## src/rtl/pipe_ctrl_hazard.sv

```systemverilog
// ID-stage control unit for a 5-stage MIPS pipeline.
// Decodes the instruction in ID and resolves branches and jumps there.
// Detects load-use, branch-operand and MDU-busy hazards and inserts bubbles.
// Owns the ID/EX control register, a small MEM-stage shadow (mem_read + dest)
// and the MDU busy counter.
module pipe_ctrl_hazard #(
  parameter int REG_ADDR_W = 5,
  parameter int MDU_LAT    = 4,
  parameter bit HAS_BNE    = 1'b1
) (
  input  logic                  clk,
  input  logic                  rst_n,
  input  logic [5:0]            id_op,
  input  logic [5:0]            id_funct,
  input  logic [REG_ADDR_W-1:0] id_rs,
  input  logic [REG_ADDR_W-1:0] id_rt,
  input  logic [REG_ADDR_W-1:0] id_rd,
  input  logic                  id_eq,
  output logic                  pc_write,
  output logic                  ifid_write,
  output logic                  if_flush,
  output logic                  pc_src,
  output logic                  jump,
  output logic                  jump_r,
  output logic                  ex_reg_write,
  output logic                  ex_alu_src,
  output logic                  ex_reg_dst,
  output logic                  ex_mem_write,
  output logic                  ex_mem_read,
  output logic                  ex_mem_to_reg,
  output logic                  ex_ra_write,
  output logic                  ex_mdu_start,
  output logic [1:0]            ex_alu_op,
  output logic                  mdu_busy,
  output logic                  illegal
);

  // Counter must hold MDU_LAT-1.
  localparam int                CNT_W    = $clog2(MDU_LAT + 1);
  localparam logic [CNT_W-1:0]  CNT_LOAD = CNT_W'(MDU_LAT - 1);

  // Decoded control for the instruction currently in ID.
  logic       dec_reg_write, dec_alu_src, dec_reg_dst, dec_mem_write;
  logic       dec_mem_read, dec_mem_to_reg, dec_ra_write, dec_mdu_start;
  logic [1:0] dec_alu_op;
  logic       is_beq, is_bne, is_j, is_jal, is_jr, is_jalr;
  logic       is_mdu_op, reads_rt, dec_illegal;
  logic [REG_ADDR_W-1:0] dec_dst;

  // Hazard terms.
  logic ex_hit_rs, ex_hit_rt, mem_hit_rs, mem_hit_rt;
  logic is_branch, br_uses_rt;
  logic load_use, br_haz, mdu_haz, stall, br_taken;

  // ID/EX register (control + destination index).
  logic       ex_reg_write_q, ex_alu_src_q, ex_reg_dst_q, ex_mem_write_q;
  logic       ex_mem_read_q, ex_mem_to_reg_q, ex_ra_write_q, ex_mdu_start_q;
  logic [1:0] ex_alu_op_q;
  logic [REG_ADDR_W-1:0] ex_dst_q;
  logic       ex_reg_write_d, ex_alu_src_d, ex_reg_dst_d, ex_mem_write_d;
  logic       ex_mem_read_d, ex_mem_to_reg_d, ex_ra_write_d, ex_mdu_start_d;
  logic [1:0] ex_alu_op_d;
  logic [REG_ADDR_W-1:0] ex_dst_d;

  // MEM-stage shadow, MDU counter, sticky illegal flag.
  logic                  mem_read_q, mem_read_d;
  logic [REG_ADDR_W-1:0] mem_rd_q, mem_rd_d;
  logic [CNT_W-1:0]      mdu_cnt_q, mdu_cnt_d;
  logic                  illegal_q, illegal_d;

  // Decode opcode/funct into control bits and instruction-class flags.
  always_comb begin
    dec_reg_write  = 1'b0;
    dec_alu_src    = 1'b0;
    dec_reg_dst    = 1'b0;
    dec_mem_write  = 1'b0;
    dec_mem_read   = 1'b0;
    dec_mem_to_reg = 1'b0;
    dec_ra_write   = 1'b0;
    dec_mdu_start  = 1'b0;
    dec_alu_op     = 2'b00;
    is_beq         = 1'b0;
    is_bne         = 1'b0;
    is_j           = 1'b0;
    is_jal         = 1'b0;
    is_jr          = 1'b0;
    is_jalr        = 1'b0;
    is_mdu_op      = 1'b0;
    reads_rt       = 1'b0;
    dec_illegal    = 1'b0;
    case (id_op)
      6'h00: begin
        // op=0/funct=0 is the all-zero NOP: every control bit stays 0.
        if (id_funct != 6'h00) begin
          case (id_funct)
            6'h08: is_jr = 1'b1;
            6'h09: begin
              is_jalr       = 1'b1;
              dec_reg_write = 1'b1;
              dec_reg_dst   = 1'b1;
            end
            6'h18, 6'h1a: begin
              is_mdu_op     = 1'b1;
              dec_mdu_start = 1'b1;
              reads_rt      = 1'b1;
            end
            6'h10, 6'h12: begin
              is_mdu_op     = 1'b1;
              dec_reg_write = 1'b1;
              dec_reg_dst   = 1'b1;
              dec_alu_op    = 2'b10;
            end
            default: begin
              dec_reg_write = 1'b1;
              dec_reg_dst   = 1'b1;
              dec_alu_op    = 2'b10;
              reads_rt      = 1'b1;
            end
          endcase
        end
      end
      6'h04: begin
        is_beq     = 1'b1;
        dec_alu_op = 2'b01;
        reads_rt   = 1'b1;
      end
      6'h05: begin
        if (HAS_BNE) begin
          is_bne     = 1'b1;
          dec_alu_op = 2'b01;
          reads_rt   = 1'b1;
        end else begin
          dec_illegal = 1'b1;
        end
      end
      6'h02: is_j = 1'b1;
      6'h03: begin
        is_jal        = 1'b1;
        dec_reg_write = 1'b1;
        dec_ra_write  = 1'b1;
      end
      6'h23: begin
        dec_reg_write  = 1'b1;
        dec_alu_src    = 1'b1;
        dec_mem_read   = 1'b1;
        dec_mem_to_reg = 1'b1;
      end
      6'h2b: begin
        dec_alu_src   = 1'b1;
        dec_mem_write = 1'b1;
        reads_rt      = 1'b1;
      end
      6'h08, 6'h0a, 6'h0c, 6'h0d, 6'h0e: begin
        dec_reg_write = 1'b1;
        dec_alu_src   = 1'b1;
        dec_alu_op    = 2'b11;
      end
      default: dec_illegal = 1'b1;
    endcase
    // Destination: $31 for jal, rd for R-format writers, rt otherwise.
    if (dec_ra_write)     dec_dst = {REG_ADDR_W{1'b1}};
    else if (dec_reg_dst) dec_dst = id_rd;
    else                  dec_dst = id_rt;
  end

  // Hazard detection against the EX and MEM stage destinations.
  always_comb begin
    ex_hit_rs  = (ex_dst_q != '0) && (ex_dst_q == id_rs);
    ex_hit_rt  = (ex_dst_q != '0) && (ex_dst_q == id_rt);
    mem_hit_rs = (mem_rd_q != '0) && (mem_rd_q == id_rs);
    mem_hit_rt = (mem_rd_q != '0) && (mem_rd_q == id_rt);
    is_branch  = is_beq | is_bne | is_jr | is_jalr;
    br_uses_rt = is_beq | is_bne;
    load_use   = ex_mem_read_q & (ex_hit_rs | (reads_rt & ex_hit_rt));
    // Branches compare in ID, so they also wait on a load still in MEM.
    br_haz     = is_branch &
                 ((ex_reg_write_q & (ex_hit_rs | (br_uses_rt & ex_hit_rt))) |
                  (mem_read_q & (mem_hit_rs | (br_uses_rt & mem_hit_rt))));
    mdu_haz    = mdu_busy & is_mdu_op;
    stall      = load_use | br_haz | mdu_haz;
    br_taken   = (is_beq & id_eq) | (is_bne & ~id_eq);
  end

  // Front-end steering: reset > stall > branch/jump redirect.
  always_comb begin
    pc_write   = 1'b0;
    ifid_write = 1'b0;
    if_flush   = 1'b0;
    pc_src     = 1'b0;
    jump       = 1'b0;
    jump_r     = 1'b0;
    if (rst_n && !stall) begin
      pc_write   = 1'b1;
      ifid_write = 1'b1;
      pc_src     = br_taken;
      jump       = is_j | is_jal;
      jump_r     = is_jr | is_jalr;
      if_flush   = br_taken | is_j | is_jal | is_jr | is_jalr;
    end
  end

  // Next-state for ID/EX, MEM shadow, MDU counter and illegal flag.
  always_comb begin
    ex_reg_write_d  = 1'b0;
    ex_alu_src_d    = 1'b0;
    ex_reg_dst_d    = 1'b0;
    ex_mem_write_d  = 1'b0;
    ex_mem_read_d   = 1'b0;
    ex_mem_to_reg_d = 1'b0;
    ex_ra_write_d   = 1'b0;
    ex_mdu_start_d  = 1'b0;
    ex_alu_op_d     = 2'b00;
    ex_dst_d        = '0;
    if (!stall) begin
      ex_reg_write_d  = dec_reg_write;
      ex_alu_src_d    = dec_alu_src;
      ex_reg_dst_d    = dec_reg_dst;
      ex_mem_write_d  = dec_mem_write;
      ex_mem_read_d   = dec_mem_read;
      ex_mem_to_reg_d = dec_mem_to_reg;
      ex_ra_write_d   = dec_ra_write;
      ex_mdu_start_d  = dec_mdu_start;
      ex_alu_op_d     = dec_alu_op;
      ex_dst_d        = dec_dst;
    end
    mem_read_d = ex_mem_read_q;
    mem_rd_d   = ex_dst_q;
    if (ex_mdu_start_d)       mdu_cnt_d = CNT_LOAD;
    else if (mdu_cnt_q != '0) mdu_cnt_d = mdu_cnt_q - 1'b1;
    else                      mdu_cnt_d = '0;
    illegal_d = illegal_q | dec_illegal;
  end

  // Pipeline registers with synchronous active-low reset.
  always_ff @(posedge clk) begin
    if (!rst_n) begin
      ex_reg_write_q  <= 1'b0;
      ex_alu_src_q    <= 1'b0;
      ex_reg_dst_q    <= 1'b0;
      ex_mem_write_q  <= 1'b0;
      ex_mem_read_q   <= 1'b0;
      ex_mem_to_reg_q <= 1'b0;
      ex_ra_write_q   <= 1'b0;
      ex_mdu_start_q  <= 1'b0;
      ex_alu_op_q     <= 2'b00;
      ex_dst_q        <= '0;
      mem_read_q      <= 1'b0;
      mem_rd_q        <= '0;
      mdu_cnt_q       <= '0;
      illegal_q       <= 1'b0;
    end else begin
      ex_reg_write_q  <= ex_reg_write_d;
      ex_alu_src_q    <= ex_alu_src_d;
      ex_reg_dst_q    <= ex_reg_dst_d;
      ex_mem_write_q  <= ex_mem_write_d;
      ex_mem_read_q   <= ex_mem_read_d;
      ex_mem_to_reg_q <= ex_mem_to_reg_d;
      ex_ra_write_q   <= ex_ra_write_d;
      ex_mdu_start_q  <= ex_mdu_start_d;
      ex_alu_op_q     <= ex_alu_op_d;
      ex_dst_q        <= ex_dst_d;
      mem_read_q      <= mem_read_d;
      mem_rd_q        <= mem_rd_d;
      mdu_cnt_q       <= mdu_cnt_d;
      illegal_q       <= illegal_d;
    end
  end

  assign ex_reg_write  = ex_reg_write_q;
  assign ex_alu_src    = ex_alu_src_q;
  assign ex_reg_dst    = ex_reg_dst_q;
  assign ex_mem_write  = ex_mem_write_q;
  assign ex_mem_read   = ex_mem_read_q;
  assign ex_mem_to_reg = ex_mem_to_reg_q;
  assign ex_ra_write   = ex_ra_write_q;
  assign ex_mdu_start  = ex_mdu_start_q;
  assign ex_alu_op     = ex_alu_op_q;
  assign mdu_busy      = (mdu_cnt_q != '0);
  assign illegal       = illegal_q;

endmodule
```

## config.mk

```make
export PLATFORM = sky130hd
export DESIGN_NAME = pipe_ctrl_hazard
export DESIGN_NICKNAME = d
export VERILOG_FILES = /design/src/rtl/pipe_ctrl_hazard.sv
export SDC_FILE = /design/constraint.sdc
export NUM_CORES = 1
export LEC_CHECK = 0
export BUFFER_PORTS_ARGS = -buffer_cell sky130_fd_sc_hd__buf_4
export CAP_MARGIN = 30
export CORE_MARGIN = 2
export CORE_UTILIZATION = 42
export CTS_BUF_LIST = sky130_fd_sc_hd__clkbuf_8
export DETAILED_ROUTE_END_ITERATION = 10
export PLACE_DENSITY = 0.68
export SYNTH_ARGS = -nofsm -noshare
export SYNTH_HDL_FRONTEND = slang
export SYNTH_SLANG_ARGS = --single-unit
```

## constraint.sdc

```tcl
create_clock -name clk -period 3.09 [get_ports clk]
set_input_delay 0.1545 -clock clk [delete_from_list [all_inputs] [get_ports clk]]
set_output_delay 0.1545 -clock clk [all_outputs]
set_load 0.005 [all_outputs]
```

==> run metrics, run 1 <==
setup tns final 0 ps; switching part of the total 0.286; Post-DP Area about 0.0018 mm2; Crit. Startpoint ex_dst_q[1]$_SDFF_PP0_; FP Rows 21; post-synthesis mux area share 0.0489; Post-DP HPWL 2.73 mm; Seq cells post-synth 24; slowest stage delay, CP 580 ps; clock power share 0.271; PD cells between 400 and 500 mW/mm2; leading area contributor after synthesis dfxtp_1; area growth from synthesis to layout 29.3%; Worst-path clk slew 80 ps; internal power 0.551 mW; Crit Path Class reg -> out; Async SR Flop Fraction 0; post_cts resized 0; met3 WL 195 um; Gate Count Post-Synth 167; Die Footprint between 0.003 and 0.004 mm2; Die W 62.4 um; CP delay by family, top simple AND/OR/NAND/NOR gates; diode count 0; gpl congestion 0.858; die height 62.4 um; H-Tree Depth 1; IO Pins 48; # hold bufs at CTS 0; Crit path arrival time 2360 ps; antenna-violating nets left 0; Port-buffer cells 47; Crit path buffers/inverters 1; synth top area cells dfxtp_1 34%, xnor2_1 7.3%, xor2_1 5.5%; most frequent cells in the layout 47 x buf_4, 24 x dfxtp_1, 16 x nand2_1, 14 x nor3_1, 12 x xnor2_1; worst-margin pin slew 515 ps; Final Setup Violations 0; Fin. Hold Viols 0; nature of the critical path endpoint primary output; Clock Latency Late Sink about 260 ps; Final nets around 240; routed vias/inst 5.16; Max-Cap Viols 0; Comb pwr share 0.274; sequential area share after synthesis 0.335; initial core utilization 0.433; Flop pwr share 0.454; Post-CTS Setup Bufs 0; CP max FO 18; CTS tree built; clock buffer depth 2; xor/xnor share of the synthesized area 0.128; top routing layer used met4; CP max-delay cell or4_1; LEAKAGE 0.803 nW; type of origin of the critical path register; final worst-path cycle share 0.814; core box area 0.00331 mm2; Critical Path RT 2940 ps; Starting DRT DRC Count 98; gr ovfl total 0; Final Instance Area 0.00185 mm2; M1 wire length 1.47 mm; Synth Flop Type dfxtp_1; EDFF count, synth 0; top flop regs ex_dst_q x5, mem_rd_q x5, mdu_cnt_q x3; initial antenna violation count 0; Final Max Slew Viols 0; Via Count 1326; outcome finished clean; clock sink count 24; vias in the first global route 1277; largest family of logic cells by synthesized area simple AND/OR/NAND/NOR gates; drt pass-1 iters 4; fraction of layout cells with a size suffix above 1 0.280; most common cell after layout, fill and taps aside buf_4; Layout Skew 2.86 ps; unrepaired setup endpoints after global routing false; Post-Route WL 3.37 mm; Post-Synth Adder-Cell Area 0.00873; mapped cell area approximately 0.0014 mm2; CTS Buf Count 3; Synth cell types 40; Hold Crit Start id_op[4]; Ys Warns 0; clock root buffer clkbuf_8; drt drc 0; Hold Crit Class in -> reg; global-route wire length before repair between 5 and 6 mm; Yosys top cell area share 0.335; Peak VDD IR 0.000433 V; sw power 0.220 mW; DR WL met2 1.69 mm; Critical R2R Launch ex_dst_q[1]$_SDFF_PP0_; worst rel slew slack 0.657; Synth Area in Compound Gates 0.185; post-synthesis simple-gate area fraction 0.250; Syn Area/Cell around 8.6 um2; Achievable Freq a little under 400 MHz; largest net degree at the start of global routing 19; GRT Total Usage 0.178; syn nets 198; crit-path cells or4_1 -> o21a_1 -> nand3_1 -> o2111ai_4 -> nor4_1 -> buf_4; routed len/inst 13.1 um; Final Critical Period 2520 ps
## power by group through the flow
stage | clock, mW | combinational [mW] | sequential [mW]
after detailed placement | 0 | 0.213 | 0.357
after global placement | 0 | 0.205 | 0.356
after floorplan | 0 | 0.125 | 0.354
after global routing | 0.227 | 0.241 | 0.354
final | 0.209 | 0.212 | 0.350
after CTS | 0.215 | 0.216 | 0.350
## path summary, 6_finish.rpt
path,end,slack [ps],cells after the start
worst max-delay path,pc_src,570,6
worst min-delay path,ex_mem_write$_SDFF_PP0_,130,2
worst max register to register,ex_dst_q[3]$_SDFF_PP0_,1130,5
worst min register to register,mdu_cnt_q[0]$_SDFF_PN0_,480,1
## worst register-to-register path: cells and delay by family, from the launching register on
family	cells	cell delay (ps)
AND/OR/NAND/NOR	2	690
AO/OA/AOI/OAI	3	840
flip-flops	1	350
## metal layers
layer / GRT usage / up-vias
met4: 0.0333 / 0
met5: 0 / -
met1: 0.212 / 601
met2: 0.324 / 42
met3: 0.0450 / 2
li1: - / 681
## kinds of logic (layout without fill, tap and decap cells)
| kind of cell | after synthesis | in the layout |
|---|---|---|
| buffers and inverters | 12 | 56 |
| AND/OR/NAND/NOR | 68 | 68 |
| flip-flops | 24 | 24 |
| adder cells (fa/ha/maj) | 1 | 1 |
| XOR/XNOR | 21 | 21 |
| AO/OA/AOI/OAI | 34 | 34 |
| multiplexers | 7 | 7 |
## synthesized netlist by cell type (all sizes together), types with 7 or more instances
library cell / count
dfxtp: 24
nand2: 16
nor3: 14
xnor2: 12
nor2: 10
nand3: 9
xor2: 9
and2: 8
a211oi: 7
a21oi: 7
mux2i: 7
## metrics by stage
| step | setup WS (ps) | instances | hold WS, ps | power (mW) | utilization |
|---|---|---|---|---|---|
| floorplan | 1150 | 167 | 339 | 0.480 | - |
| global route | 452 | 257 | 137 | 0.823 | 0.560 |
| detailed placement | 886 | 253 | 417 | 0.570 | 0.543 |
| finish | 574 | 257 | 132 | 0.771 | 0.560 |
| CTS | 594 | 257 | 130 | 0.781 | 0.560 |
| global placement | 975 | 253 | 412 | 0.561 | 0.543 |
## cell type report
cell class | instances | area [um2]
fillers | 334 | 1460
well taps | 46 | 57.6
repair buffers | 47 | 353
flip-flops and latches | 24 | 480
multi-input cells | 131 | 890
clock buffers | 4 | 55.1
inverters | 5 | 18.8
No activity file was read; power rests on OpenSTA's default activity.
==> run 2: changes to the inputs <==
Settings changed: PLACE_DENSITY 0.68 to 0.71.
Clock period 3.09 ns to 2.05 ns, I/O delays scaled along.
==> run 2 against run 1 <==
- the flow now finishes with violations (setup timing)
- final area grew 9.2%
- global-route usage grew 1.7 points
- critical path depth grew 1
- clock skew shrank 1.5 ps
- die area is the same
- non-clock buffer count grew 9
- first-iteration DRC count shrank 36%
- clock power grew 55%
- setup slack lost 620 ps
- total power grew 55%
- worst hold slack lost 60 ps
- combinational power grew 64%
- critical path type unchanged
- largest cell class unchanged
- largest power group unchanged
==> run metrics, run 2 (same netlist as run 1, synthesis figures left out) <==
Critical Path RT 1950 ps; internal power 0.846 mW; CTS Buf Count 3; Post-DP HPWL roughly 2.7 mm; worst rel slew slack 0.717; Final Max Slew Viols 0; Die W 62.4 um; switching part of the total 0.295; Inst Count DP 256; area growth from synthesis to layout 41.3%; GRT Total Usage 0.195; Register Area 484 um2; LEAKAGE 0.864 nW; Final Setup Violations 6; Clock Latency Late Sink 270 ps; CP max FO 7; clock sink count 24; # hold bufs at CTS 0; drt drc 0; Port-buffer cells 47; Worst-path clk slew 80 ps; gr ovfl total 0; Die Footprint 0.00390 mm2; Final Instance Area just over 0.002 mm2; hold slack final 72.5 ps; largest net degree at the start of global routing 14; die height 62.4 um; sw power 0.353 mW; most common cell after layout, fill and taps aside buf_4; area of the multi-input gates 982 um2; Final nets 252; clock root buffer clkbuf_8; routed len/inst 13.9 um; initial core utilization 0.433; core box area 0.00331 mm2; top flop regs ex_dst_q x5, mem_rd_q x5, mdu_cnt_q x3; final worst-path cycle share 1.02; Via Count 1387; PD cells 592 mW/mm2; Post-DP Area approximately 0.0018 mm2; Max-Cap Viols 0; Achievable Freq ~480 MHz; IO Pins 48; Peak VDD IR approximately 0.00046 V; fraction of layout cells with a size suffix above 1 0.395; Comb pwr share 0.289; Fin. Hold Viols 0; Crit path arrival time 2000 ps; most frequent cells in the layout 54 x buf_4, 21 x dfxtp_1, 15 x nand2_1, 12 x xnor2_1; FP Rows 21; unrepaired setup endpoints after global routing true; Fillers 308; vias in the first global route 1348; H-Tree Depth 1; post-route insts no fill between 200 and 300; CTS tree built; Flop pwr share 0.441; Hold Crit Class in -> reg; gpl congestion around 0.82; Starting DRT DRC Count 63; initial antenna violation count 0; Final Critical Period 2100 ps; Layout Skew ~1.4 ps; diode count 0; type of origin of the critical path register; routed vias/inst 5.21; outcome finished, violations left; antenna-violating nets left 0; clock power share 0.269; final worst slack -47.8 ps; global-route wire length before repair 6.07 mm; Post-Route WL between 3 and 4 mm; nature of the critical path endpoint primary output; clock buffer depth 2; Crit Path Class reg -> out; worst-margin pin slew 418 ps; drt pass-1 iters 4; failing checks setup timing
==> run 2: power groups by stage <==
| stage | logic, mW | clock network [mW] | registers [mW] |
|---|---|---|---|
| 3_5_place_dp | 0.321 | 0 | 0.539 |
| 3_3_place_gp | 0.323 | 0 | 0.538 |
| 4_1_cts | 0.339 | 0.323 | 0.529 |
| 5_1_grt | 0.392 | 0.350 | 0.536 |
| 2_1_floorplan | 0.189 | 0 | 0.534 |
| 6_report | 0.347 | 0.323 | 0.529 |
==> run 2: path summary, 6_finish.rpt <==
kind         cells past startpoint  slack (ps)                        to               startpoint
max                              7         -50                      jump   ex_dst_q[1]$_SDFF_PP0_
min                              2          70  ex_mem_to_reg$_SDFF_PP0_                 id_op[4]
max reg2reg                      7         -10   ex_reg_write$_SDFF_PP0_   ex_dst_q[1]$_SDFF_PP0_
min reg2reg                      1         480   mdu_cnt_q[0]$_SDFF_PN0_  mdu_cnt_q[0]$_SDFF_PN0_
==> run 2: routing by layer <==
| metal | routed length [um] | track usage | vias to the layer above |
|---|---|---|---|
| li1 | - | - | 698 |
| met1 | 1640 | 0.241 | 639 |
| met2 | 1800 | 0.320 | 44 |
| met3 | 185 | 0.0486 | 6 |
| met4 | 61 | 0.0889 | 0 |
| met5 | 0 | 0 | - |
==> run 2: final cells by class <==
type	count	area share
clock buffer	4	0.0272
inverter	5	0.00926
multi-input combinational	131	0.485
sequential	24	0.239
tap	46	0.0284
timing repair buffer	56	0.211
==> run 2: timing repair <==
item	CTS	global route
setup buffers	5	1
resized for setup	15	11
cloned	0	0
endpoints found under the setup margin	6	14
pin swaps	8	4
==> run 2: worst max-delay path, stage by stage (launching register included) <==
cell and delay (ps):
dfxtp_2 330, or4_4 540, o21a_4 230, nand3_4 90, o2111ai_4 200, buf_6 180
nor2_4 70, buf_6 90
==> run 2: metrics by stage <==
step / total power, mW / TNS (ps) / setup WS [ps] / util
after detailed placement: 0.860 / 0 / 70.9 / 0.550
after global placement: 0.861 / 0 / 39.8 / 0.550
after global routing: 1.28 / -957 / -131 / 0.612
after floorplan: 0.723 / 0 / 157 / -
final: 1.20 / -109 / -47.8 / 0.612
after CTS: 1.19 / -186 / -59.9 / 0.593
==> run 3: changes to the inputs <==
Clock period 2.05 ns to 1.8 ns, I/O delays scaled along.
==> run 3 against run 2 <==
- the flow still finishes with violations (setup timing)
- wire length grew 2.3%
- critical path depth fell by 1
- via count is 4.0% higher
- clock power grew 47%
==> run metrics, run 3 (same netlist as run 1, synthesis figures left out) <==
outcome finished, violations left; failing checks setup timing; drt drc 0; gr ovfl total 0; Achievable Freq about 480 MHz; fraction of layout cells with a size suffix above 1 0.458; CP max FO 5; Layout Skew 11.8 ps; IO Pins 48; top routing layer used met4; unrepaired setup endpoints after global routing true; clock sink count 24; Final Instance Area 0.00222 mm2; largest net degree at the start of global routing 15; Tot Pwr 1.50 mW; Starting DRT DRC Count 47; PD cells 675 mW/mm2; Fillers 303; diode count 0; most common cell after layout, fill and taps aside buf_4; Final nets 268; worst-margin pin slew 393 ps; Clock Latency Late Sink 270 ps; Setup Slack @ Placement -107 ps; final worst slack -298 ps; vias in the first global route around 1400; Die Footprint just under 0.004 mm2; top flop regs ex_dst_q x5, mem_rd_q x5, mdu_cnt_q x3; Crit path arrival time 2010 ps; H-Tree Depth 1; routed vias/inst 5.11; die height roughly 62 um; Hold Crit Class in -> reg; worst rel slew slack 0.736; global-route wire length before repair 6.08 mm; area growth from synthesis to layout 54.7%; Final Setup Violations 19; most frequent cells in the layout 67 x buf_4, 23 x dfxtp_1, 15 x nand2_1, 12 x xnor2_1, 9 x xor2_1; antenna-violating nets left 0; routed len/inst 13.4 um; Post-DP Area 0.00198 mm2; CTS tree built; Final Critical Period between 2000 and 2500 ps; Post-Route WL 3.78 mm; CTS Buf Count 3; nature of the critical path endpoint primary output; Via Count 1442; initial antenna violation count 0; LEAKAGE a little under 1 nW; Final Core Density 0.670; GRT Total Usage 0.191; Final Max Slew Viols 0; final worst-path cycle share 1.17; gpl congestion 0.819; clock buffer depth 2; Crit Path Class reg -> out; Fin. Hold Viols 0; Die W 62.4 um; Max-Cap Viols 0; setup tns final -3370 ps; FP Rows 21; type of origin of the critical path register; Critical Path RT approximately 1700 ps; Port-buffer cells 47; Post-DP HPWL 2.87 mm; clock root buffer clkbuf_8; drt pass-1 iters 4; Worst-path clk slew 90 ps; core box area about 0.0033 mm2; DR WL met2 1.87 mm; Peak VDD IR 0.000544 V; M1 wire length 1.76 mm; met3 WL 136 um; initial core utilization 0.433
## run 3: cell count changes in the layout (fill, tap and decap cells not counted), sizes merged
| cell | change |
|---|---|
| clkbuf | -1 |
| buf | +16 |
| bufinv | +1 |
## run 3: worst paths after layout
path | to | startpoint | slack [ps] | cells after the start
max reg2reg | ex_dst_q[0]$_SDFF_PP0_ | ex_dst_q[2]$_SDFF_PP0_ | -230 | 8
max | jump_r | ex_dst_q[2]$_SDFF_PP0_ | -300 | 6
min | mdu_cnt_q[1]$_SDFF_PN0_ | rst_n | 140 | 3
min reg2reg | mdu_cnt_q[0]$_SDFF_PN0_ | mdu_cnt_q[0]$_SDFF_PN0_ | 490 | 1
## run 3: per-stage QoR
| step | cells | hold slack (ps) |
|---|---|---|
| floorplan | 167 | 254 |
| global placement | 275 | 398 |
| detailed placement | 275 | 406 |
| CTS | 281 | 130 |
| global route | 282 | 143 |
| finish | 282 | 142 |
## run 3: metal layers
metal | vias up | GRT usage
met5 | - | 0
met4 | 0 | 0.0417
met3 | 2 | 0.0360
met2 | 34 | 0.320
met1 | 674 | 0.256
li1 | 732 | -
## run 3: critical path: stages (launching register included)
cell,delay (ps)
dfxtp_2,340
or4_4,510
o21a_1,230
nand2_2,90
o2111ai_4,180
nor3_1,250
buf_4,150
## run 3: power breakdown
group          switching (mW)  internal, mW  total [mW]
clock network           0.178         0.298       0.475
logic                   0.209         0.215       0.424
registers              0.0250         0.573       0.598
## run 3: area by class of cell
type / count / area (um2) / share of cell area
multi-input cells: 131 / 1020 / 0.460
repair buffers: 72 / 568 / 0.256
flip-flops and latches: 24 / 482 / 0.217
well taps: 46 / 57.6 / 0.0259
clock buffers: 3 / 41.3 / 0.0186
clock inverters: 1 / 30.0 / 0.0135
inverters: 5 / 18.8 / 0.00846
## run 3: what timing repair did
| item | 4_1_cts | 5_1_grt |
|---|---|---|
| hold buffers | 0 | 0 |
| pin swaps | 7 | 7 |
| resized for setup | 17 | 17 |
| endpoints found under the setup margin | 13 | 19 |
| setup buffers | 2 | 2 |
